`src/rtl/pipe_pkg.sv`:
```
// Shared pipeline definitions: RV64 base opcodes used by the decoders and the hazard FSM states.
package pipe_pkg;

  localparam logic [6:0] OP_LOAD   = 7'b0000011;
  localparam logic [6:0] OP_STORE  = 7'b0100011;
  localparam logic [6:0] OP_BRANCH = 7'b1100011;
  localparam logic [6:0] OP_RTYPE  = 7'b0110011;
  localparam logic [6:0] OP_ITYPE  = 7'b0010011;

  typedef enum logic [1:0] {
    RUN,
    MEM_WAIT,
    ERROR
  } state_e;

endpackage

```
`src/rtl/src_reg_decode.sv`:
```
// Source-register extraction: register fields plus which of them the opcode actually reads.
module src_reg_decode
  import pipe_pkg::*;
(
  input  logic [31:0] instr,
  output logic [4:0]  rs1,
  output logic [4:0]  rs2,
  output logic        uses_rs1,
  output logic        uses_rs2
);

  assign rs1 = instr[19:15];
  assign rs2 = instr[24:20];

  always_comb begin
    uses_rs1 = 1'b0;
    uses_rs2 = 1'b0;
    unique case (instr[6:0])
      OP_LOAD, OP_ITYPE: begin
        uses_rs1 = 1'b1;
      end
      OP_STORE, OP_BRANCH, OP_RTYPE: begin
        uses_rs1 = 1'b1;
        uses_rs2 = 1'b1;
      end
      default: ;
    endcase
  end

endmodule

```
`src/rtl/pipeline_hazard_ctrl.sv`:
```
// Hazard scheduler: load-use stalls, taken-branch flushes, data-memory freeze with timeout,
// and saturating event counters.
module pipeline_hazard_ctrl
  import pipe_pkg::*;
#(
  parameter int unsigned MEM_TIMEOUT = 64,
  parameter int unsigned CNT_W       = 32
) (
  input  logic             clk,
  input  logic             rst_n,
  input  logic [31:0]      id_instr,
  input  logic             id_valid,
  input  logic             ex_valid,
  input  logic             ex_memread,
  input  logic [4:0]       ex_rd,
  input  logic             ex_branch_taken,
  input  logic             mem_req,
  input  logic             mem_ready,
  output logic             pc_write,
  output logic             ifid_write,
  output logic             idex_write,
  output logic             exmem_write,
  output logic             idex_bubble,
  output logic             ifid_flush,
  output logic             err,
  output logic [CNT_W-1:0] stall_cnt,
  output logic [CNT_W-1:0] flush_cnt,
  output logic [CNT_W-1:0] freeze_cnt
);

  localparam int unsigned WW = $clog2(MEM_TIMEOUT + 1);
  localparam logic [WW-1:0] WaitLast = WW'(MEM_TIMEOUT - 1);

  state_e           state_q;
  logic [WW-1:0]    wait_cnt_q;
  logic             err_q;
  logic [CNT_W-1:0] stall_cnt_q, flush_cnt_q, freeze_cnt_q;

  logic [4:0] rs1, rs2;
  logic       uses_rs1, uses_rs2;
  logic       load_use, freeze;
  logic       sel_stall, sel_flush, sel_freeze;

  src_reg_decode u_src_reg_decode (
    .instr    (id_instr),
    .rs1      (rs1),
    .rs2      (rs2),
    .uses_rs1 (uses_rs1),
    .uses_rs2 (uses_rs2)
  );

  assign load_use = ex_valid & ex_memread & id_valid & (ex_rd != 5'd0) &
                    ((uses_rs1 & (rs1 == ex_rd)) | (uses_rs2 & (rs2 == ex_rd)));
  assign freeze   = mem_req & ~mem_ready;

  always_comb begin
    pc_write    = 1'b1;
    ifid_write  = 1'b1;
    idex_write  = 1'b1;
    exmem_write = 1'b1;
    idex_bubble = 1'b0;
    ifid_flush  = 1'b0;
    sel_stall   = 1'b0;
    sel_flush   = 1'b0;
    sel_freeze  = 1'b0;
    if (state_q == ERROR || freeze) begin
      pc_write    = 1'b0;
      ifid_write  = 1'b0;
      idex_write  = 1'b0;
      exmem_write = 1'b0;
      sel_freeze  = (state_q != ERROR);
    end else if (ex_branch_taken) begin
      // The ID instruction is squashed, so any load-use hazard on it is moot.
      ifid_flush  = 1'b1;
      idex_bubble = 1'b1;
      sel_flush   = 1'b1;
    end else if (load_use) begin
      pc_write    = 1'b0;
      ifid_write  = 1'b0;
      idex_bubble = 1'b1;
      sel_stall   = 1'b1;
    end
  end

  always_ff @(posedge clk) begin
    if (!rst_n) begin
      state_q      <= RUN;
      wait_cnt_q   <= '0;
      err_q        <= 1'b0;
      stall_cnt_q  <= '0;
      flush_cnt_q  <= '0;
      freeze_cnt_q <= '0;
    end else begin
      unique case (state_q)
        RUN: begin
          if (freeze) begin
            state_q    <= MEM_WAIT;
            wait_cnt_q <= WW'(1);
          end
        end
        MEM_WAIT: begin
          if (!freeze) begin
            state_q    <= RUN;
            wait_cnt_q <= '0;
          end else if (wait_cnt_q == WaitLast) begin
            state_q <= ERROR;
            err_q   <= 1'b1;
          end else begin
            wait_cnt_q <= wait_cnt_q + WW'(1);
          end
        end
        ERROR: ;
        default: state_q <= ERROR;
      endcase
      if (sel_stall && stall_cnt_q != '1) stall_cnt_q <= stall_cnt_q + CNT_W'(1);
      if (sel_flush && flush_cnt_q != '1) flush_cnt_q <= flush_cnt_q + CNT_W'(1);
      if (sel_freeze && freeze_cnt_q != '1) freeze_cnt_q <= freeze_cnt_q + CNT_W'(1);
    end
  end

  assign err        = err_q;
  assign stall_cnt  = stall_cnt_q;
  assign flush_cnt  = flush_cnt_q;
  assign freeze_cnt = freeze_cnt_q;

endmodule

```
`config.mk`:
```
export PLATFORM = sky130hd
export DESIGN_NAME = pipeline_hazard_ctrl
export DESIGN_NICKNAME = d
export VERILOG_FILES = /design/src/rtl/pipe_pkg.sv /design/src/rtl/src_reg_decode.sv /design/src/rtl/pipeline_hazard_ctrl.sv
export SDC_FILE = /design/constraint.sdc
export NUM_CORES = 1
export LEC_CHECK = 0
export CORE_ASPECT_RATIO = 1.5
export CORE_MARGIN = 2
export CORE_UTILIZATION = 48
export CTS_CLUSTER_DIAMETER = 80
export CTS_CLUSTER_SIZE = 12
export DETAILED_ROUTE_END_ITERATION = 8
export PLACE_DENSITY = 0.8
export SLEW_MARGIN = 20
export SYNTH_ARGS = -nofsm -noshare
export SYNTH_HDL_FRONTEND = slang
export SYNTH_SLANG_ARGS = --single-unit
```
`constraint.sdc`:
```
create_clock -name clk -period 2.5 [get_ports clk]
set_input_delay 0.5 -clock clk [delete_from_list [all_inputs] [get_ports clk]]
set_output_delay 0.5 -clock clk [all_outputs]
set_load 0.01 [all_outputs]
```
==> impl_metrics.csv, run 1 <==
group,metric,value,unit
timing,setup_viol,0,
clock_network,clockBufferDepth,2,
die,core-area,10900,um^2
place,place_hpwl,10300,um
die,initial_utilization,48.7,%
timing,relSlewSlack,58.6,%
die,die_x,90.0,um
power_and_ir_drop,p_per_area,441,nW/um^2
timing,worstMarginPinSlew,0.617,ns
clock_network,cts_tree,"done",
grt,grt_pass1_vias,5146,
finish,layout-area-overhead-vs-synth,39.8,%
detailed_routing,drtAntennaViolNets,0,
power_and_ir_drop,comb_power_share,6.2,%
synthesis,seq_area_frac_synth,39.9,%
die,dieArea,12000,um^2
power_and_ir_drop,internal_power,0.00253,W
synthesis,synthTopCellsByArea,"dfxtp_1 40%, xor2_1 6.9%, nor2_1 5.8%, xnor2_1 4.4%, nand4_1 4.2%",
critical_path,crit_path_start_kind,"primary input",
grt,gr-usage-all-layers,23.5,%
power_and_ir_drop,vdd_drop_max,0.000269,V
synthesis,synth_edf_count,0,
clock_network,clock_sinks,106,
synthesis,ys_seq_elements,106,
synthesis,ys.flop_type,"dfxtp_1",
timing,hold_viol_final,0,
detailed_routing,first_iter_violations,198,
worst_hold_path,hold_start,"wait_cnt_q[6]$_SDFFE_PN0P_",
grt,antenna_found_initial,0,
finish,layout-drive-gt1-share,11.7,%
grt,grt_start_max_net_pins,46,
critical_path,critPathRequiredTime,2.78,ns
synthesis,async_flop_share,0,%
synthesis,synth_top_area_share,39.9,%
worst_hold_path,hp-class,"reg2reg",
synthesis,netlist_area,5320,um^2
power_and_ir_drop,p_clk_share,41.9,%
power_and_ir_drop,switching_share,23.0,%
critical_path,path_max_fanout,8,
place,post-place-ws,-0.562,ns
critical_path,r2r_slack,0.13,ns
grt,overflow,0,
synthesis,ys_top_cells_by_count,"106 x dfxtp_1, 82 x nor2_1, 59 x nand2_1",
synthesis,synth.most_common_cell,"dfxtp_1",
power_and_ir_drop,pwr-share-seq,51.9,%
timing,final_max_slew_viol_count,0,
finish,fillCellCount,915,
place,portBuffers,132,
timing,fin_crit_sh,98.7,%
detailed_routing,drc_errors,0,
synthesis,synth_area_per_cell,8.40,um^2
clock_network,cts_buffers,9,
timing,finClkSkew,0.0104,ns
critical_path,crit_arrival,2.75,ns
synthesis,synth_cell_types,48,
detailed_routing,wl_per_cell,15.1,um
synthesis,syn-instance-count,634,
critical_path,setup.worst_path.class,"in2reg",
critical_path,startpoint,"mem_req",
critical_path,timing.rr.start,"stall_cnt[11]$_SDFFE_PN0P_",
clock_network,insertion_delay,0.35,ns
finish,n_antenna_cell,0,
timing,max_freq,405,MHz
clock_network,cts_root_buf,"clkbuf_16",
place,place_congestion,0.843,
power_and_ir_drop,power.total,0.00328,W
critical_path,end_kind,"register",
detailed_routing,drtPass1Iterations,4,
detailed_routing,num_vias,5316,
detailed_routing,via_per_inst,5.61,
timing,layout_min_cycle_time,2.47,ns
detailed_routing,totalWireLength,14300,um
timing,worst_slack,0.0324,ns
grt,grt_pass1_wl,23700,um
synthesis,syn_nets,683,
clock_network,htree_levels,3,
synthesis,synth_top_area_cell,"dfxtp_1",
job,cap_violations,0,
power_and_ir_drop,p_leak,2.61,nW
die,fp-row-count,47,
finish,layout.nets,845,
synthesis,synth_warnings,0,
clock_network,clk_pin_slew,0.07,ns
die,die_y,133,um
die,io_pins,148,
run_status,status,"completed",
power_and_ir_drop,p_sw,0.000755,W
[metrics by stage]
stage          TNS (ns)  instance area, um^2  utilization (%)  hold WS (ns)  std cells
3_5_place_dp     -14.29                 6980             63.8         0.460        924
3_3_place_gp     -11.14                 6980             63.8         0.454        924
5_1_grt          -0.132                 7440             68.0         0.490        948
2_1_floorplan         0                 5320                -         0.451        634
6_report              0                 7440             68.0         0.474        948
4_1_cts               0                 7340             67.1         0.475        945
[state kept, by name, indices dropped and copies added, names as in the netlist]
name,flops
flush_cnt,32
freeze_cnt,32
stall_cnt,32
wait_cnt_q,7
state_q,2
err,1
[kinds of logic after synthesis]
| family | count (synthesis) | share of synthesized area [%] |
|---|---|---|
| simple gates | 332 | 33.2 |
| flops | 106 | 39.9 |
| compound gates | 74 | 9.38 |
| xor+xnor | 69 | 11.4 |
| buf+inv | 36 | 2.77 |
| mux | 13 | 2.44 |
| fa+ha+maj | 4 | 0.940 |
[routing by layer]
| metal | vias to the layer above | wire length, um | GRT usage [%] |
|---|---|---|---|
| li1 | 2601 | - | - |
| met1 | 2533 | 5690 | 26.3 |
| met2 | 160 | 7670 | 43.7 |
| met3 | 22 | 720 | 3.53 |
| met4 | 0 | 246 | 10.7 |
| met5 | - | 0 | 0 |
[cell type report]
cell class / instances / area [um^2] / area share (%)
multi-input combinational: 494 / 3180 / 42.7
tap: 147 / 184 / 2.47
clock inverter: 5 / 38.8 / 0.521
timing repair buffer: 173 / 1620 / 21.8
sequential: 106 / 2120 / 28.5
clock buffer: 11 / 253 / 3.40
inverter: 12 / 45.0 / 0.605
[critical path, cell delays in order]
cell	delay (ns)
clkdlybuf4s50_1	0.47
nor2b_4	0.18
nor3_2	0.17
buf_4	0.14
nand2_1	0.06
a2111o_1	0.52
or4_4	0.58
a21oi_2	0.11
[path summary, 6_finish.rpt]
path / to / cells after the start
hold reg to reg: wait_cnt_q[6]$_SDFFE_PN0P_ / 1
setup / recovery: stall_cnt[24]$_SDFFE_PN0P_ / 8
hold / removal: wait_cnt_q[6]$_SDFFE_PN0P_ / 1
setup reg to reg: stall_cnt[28]$_SDFFE_PN0P_ / 5
[cell usage in the layout (no fill, tap or decap), drive strengths merged, types with 5 or more instances in the layout]
cell / n
o21ai: 17
and4: 8
o311ai: 5
xor2: 42
nor4: 13
xnor2: 27
or4: 15
a21oi: 22
and3: 14
or2: 6
dfxtp: 106
o31ai: 8
nor4b: 5
inv: 12
nand4: 37
dlygate4sd2: 6
nand2: 59
dlymetal6s2s: 7
nand2b: 20
clkdlybuf4s50: 113
nor2: 82
or3: 13
nor3: 10
mux2i: 13
buf: 45
nand3: 39
clkbuf: 12
o41ai: 6
[what timing repair did]
action                     4_1_cts  5_1_grt
setup endpoints to repair       22       19
gates resized for setup         35       24
setup buffers                    4        3
hold endpoints to repair         0        0
pin swaps                       14       10
hold buffers                     0        0
cloned                           2        0
[power by group through the flow]
stage,logic [W],clock network [W],registers [W]
3_3_place_gp,0.000194,0,0.00174
5_1_grt,0.000220,0.00146,0.00171
3_5_place_dp,0.000198,0,0.00174
4_1_cts,0.000199,0.00139,0.00170
2_1_floorplan,0.0000892,0,0.00174
6_report,0.000203,0.00137,0.00170
(Power assumes the default switching activity.)
==> run 2: changes to the inputs <==
CORE_UTILIZATION = 53   (was 48)
DONT_BUFFER_PORTS = 1   (was not set)
PLACE_DENSITY = 0.68   (was 0.8)
==> impl_metrics.csv, run 2 (synthesis gave the netlist of run 1 again) <==
group,metric,value,unit
grt,overflow,0,
worst_hold_path,hp-class,"in2reg",
place,post-place-ws,0.0700,ns
clock_network,clockBufferDepth,2,
worst_hold_path,worstHoldEndpoint,"stall_cnt[17]$_SDFFE_PN0P_",
power_and_ir_drop,vdd_drop_max,0.000328,V
grt,gr-usage-all-layers,23.5,%
finish,layout-drive-gt1-share,11.3,%
clock_network,cts_tree,"done",
timing,whs,0.301,ns
detailed_routing,totalWireLength,12800,um
timing,setup_viol,0,
power_and_ir_drop,internal_power,0.00251,W
detailed_routing,via_per_inst,6.02,
finish,stdcell_area,6020,um^2
place,place_hpwl,9470,um
detailed_routing,drtPass1Iterations,7,
timing,relSlewSlack,37.1,%
clock_network,htree_levels,3,
detailed_routing,wl_per_cell,16.2,um
clock_network,cts_hold_buffers,0,
finish,final_common_cell,"dfxtp_1",
critical_path,crit_chain,"and4_1 > nand3_1 > nor2_1 > a2111o_1 > or4_1 > a21oi_1",
clock_network,cts_root_buf,"clkbuf_16",
power_and_ir_drop,p_clk_share,43.4,%
die,die_y,127,um
power_and_ir_drop,p_sw,0.000690,W
worst_hold_path,hold_depth,2,
timing,layout_min_cycle_time,2.34,ns
timing,fin_setup_tns,0,ns
grt,grt_pass1_wl,21200,um
power_and_ir_drop,pwr-share-seq,53.2,%
critical_path,crit_path_max_incr_delay,0.53,ns
grt,grt_start_max_net_pins,52,
critical_path,cp_top_family,"simple AND/OR/NAND/NOR gates",
finish,n_antenna_cell,0,
clock_network,insertion_delay,0.34,ns
job,cap_violations,0,
critical_path,r2r_slack,0.16,ns
timing,max_freq,427,MHz
power_and_ir_drop,power.total,0.00320,W
detailed_routing,first_iter_violations,192,
critical_path,critPathRequiredTime,2.78,ns
timing,finClkSkew,0.00658,ns
timing,final_max_slew_viol_count,0,
critical_path,setup.worst_path.class,"reg2reg",
detailed_routing,drtAntennaViolNets,0,
power_and_ir_drop,p_leak,2.10,nW
critical_path,crit_arrival,2.62,ns
critical_path,r2r_end,"stall_cnt[18]$_SDFFE_PN0P_",
timing,fin_crit_sh,93.6,%
power_and_ir_drop,switching_share,21.5,%
grt,grt_pass1_vias,4613,
place,portBuffers,0,
critical_path,reg2regPathDepth,6,
critical_path,timing.rr.start,"stall_cnt[5]$_SDFFE_PN0P_",
power_and_ir_drop,p_per_area,532,nW/um^2
power_and_ir_drop,comb_power_share,3.4,%
clock_network,clock_sinks,106,
timing,hold_viol_final,0,
clock_network,cts_buffers,9,
timing,worst_slack,0.160,ns
die,dieArea,10900,um^2
critical_path,end_kind,"register",
die,die_x,85.8,um
detailed_routing,drc_errors,7,
critical_path,path_max_fanout,10,
run_status,status,"complete, but fails checks",
die,io_pins,148,
die,fp-row-count,44,
run_status,violations,"DRC",
timing,worstMarginPinSlew,0.943,ns
clock_network,clk_pin_slew,0.07,ns
detailed_routing,num_vias,4735,
die,initial_utilization,54.6,%
critical_path,slowest_stage,"a2111o_1",
finish,fillCellCount,862,
worst_hold_path,hold_start,"rst_n",
place,place_area,5710,um^2
critical_path,cp_num_buf_inv,0,
finish,final_cell_mix,"106 x dfxtp_1, 82 x nor2_1, 59 x nand2_1",
timing,rsz0062_at_grt,"false",
place,place_congestion,0.818,
finish,layout-area-overhead-vs-synth,13.1,%
die,core-area,9740,um^2
critical_path,crit_path_start_kind,"register",
grt,antenna_found_initial,0,
finish,layout.nets,716,
run 2: routing by layer:
layer	GRT usage, %	share of wire [%]	wire length, um
met1	25.9	40	5070
met2	42.9	52	6700
met3	5.73	6.6	843
met4	9.06	1.3	171
met5	0	0	0
run 2: power by group through the flow:
stage | Clock (W) | Sequential [W] | Combinational, W
2_1_floorplan | 0 | 0.00174 | 0.0000892
3_3_place_gp | 0 | 0.00174 | 0.000105
3_5_place_dp | 0 | 0.00174 | 0.000107
4_1_cts | 0.00142 | 0.00171 | 0.000108
5_1_grt | 0.00149 | 0.00171 | 0.000121
6_report | 0.00139 | 0.00171 | 0.000108
run 2: worst max path at each step:
stage,endpoint,startpoint,slack [ns],depth (start not counted)
floorplan,stall_cnt[28]$_SDFFE_PN0P_,ex_rd[4],0.29,7
global placement,stall_cnt[9]$_SDFFE_PN0P_,id_instr[3],0.1,6
detailed placement,stall_cnt[9]$_SDFFE_PN0P_,id_instr[3],0.07,6
CTS,freeze_cnt[5]$_SDFFE_PN0P_,freeze_cnt[23]$_SDFFE_PN0P_,0.13,6
global route,stall_cnt[28]$_SDFFE_PN0P_,stall_cnt[4]$_SDFFE_PN0P_,0.02,6
finish,stall_cnt[18]$_SDFFE_PN0P_,stall_cnt[5]$_SDFFE_PN0P_,0.16,6
run 2: timing repair:
item,4_1_cts,5_1_grt
gates resized for setup,0,4
setup buffers,0,0
endpoints found under the setup margin,0,15
run 2: metrics by stage:
stage	cells	util (%)
finish	787	61.8
global route	787	61.8
CTS	787	61.5
detailed placement	771	58.6
global placement	771	58.6
floorplan	634	-
run 2: layout make-up:
type | count | area, um^2 | area share (%)
Clock buffer | 11 | 233 | 3.87
Clock inverter | 5 | 53.8 | 0.894
Inverter | 12 | 45.0 | 0.748
Multi-Input combinational cell | 492 | 3080 | 51.1
Sequential cell | 106 | 2120 | 35.3
Tap cell | 115 | 144 | 2.39
Timing Repair Buffer | 46 | 345 | 5.74
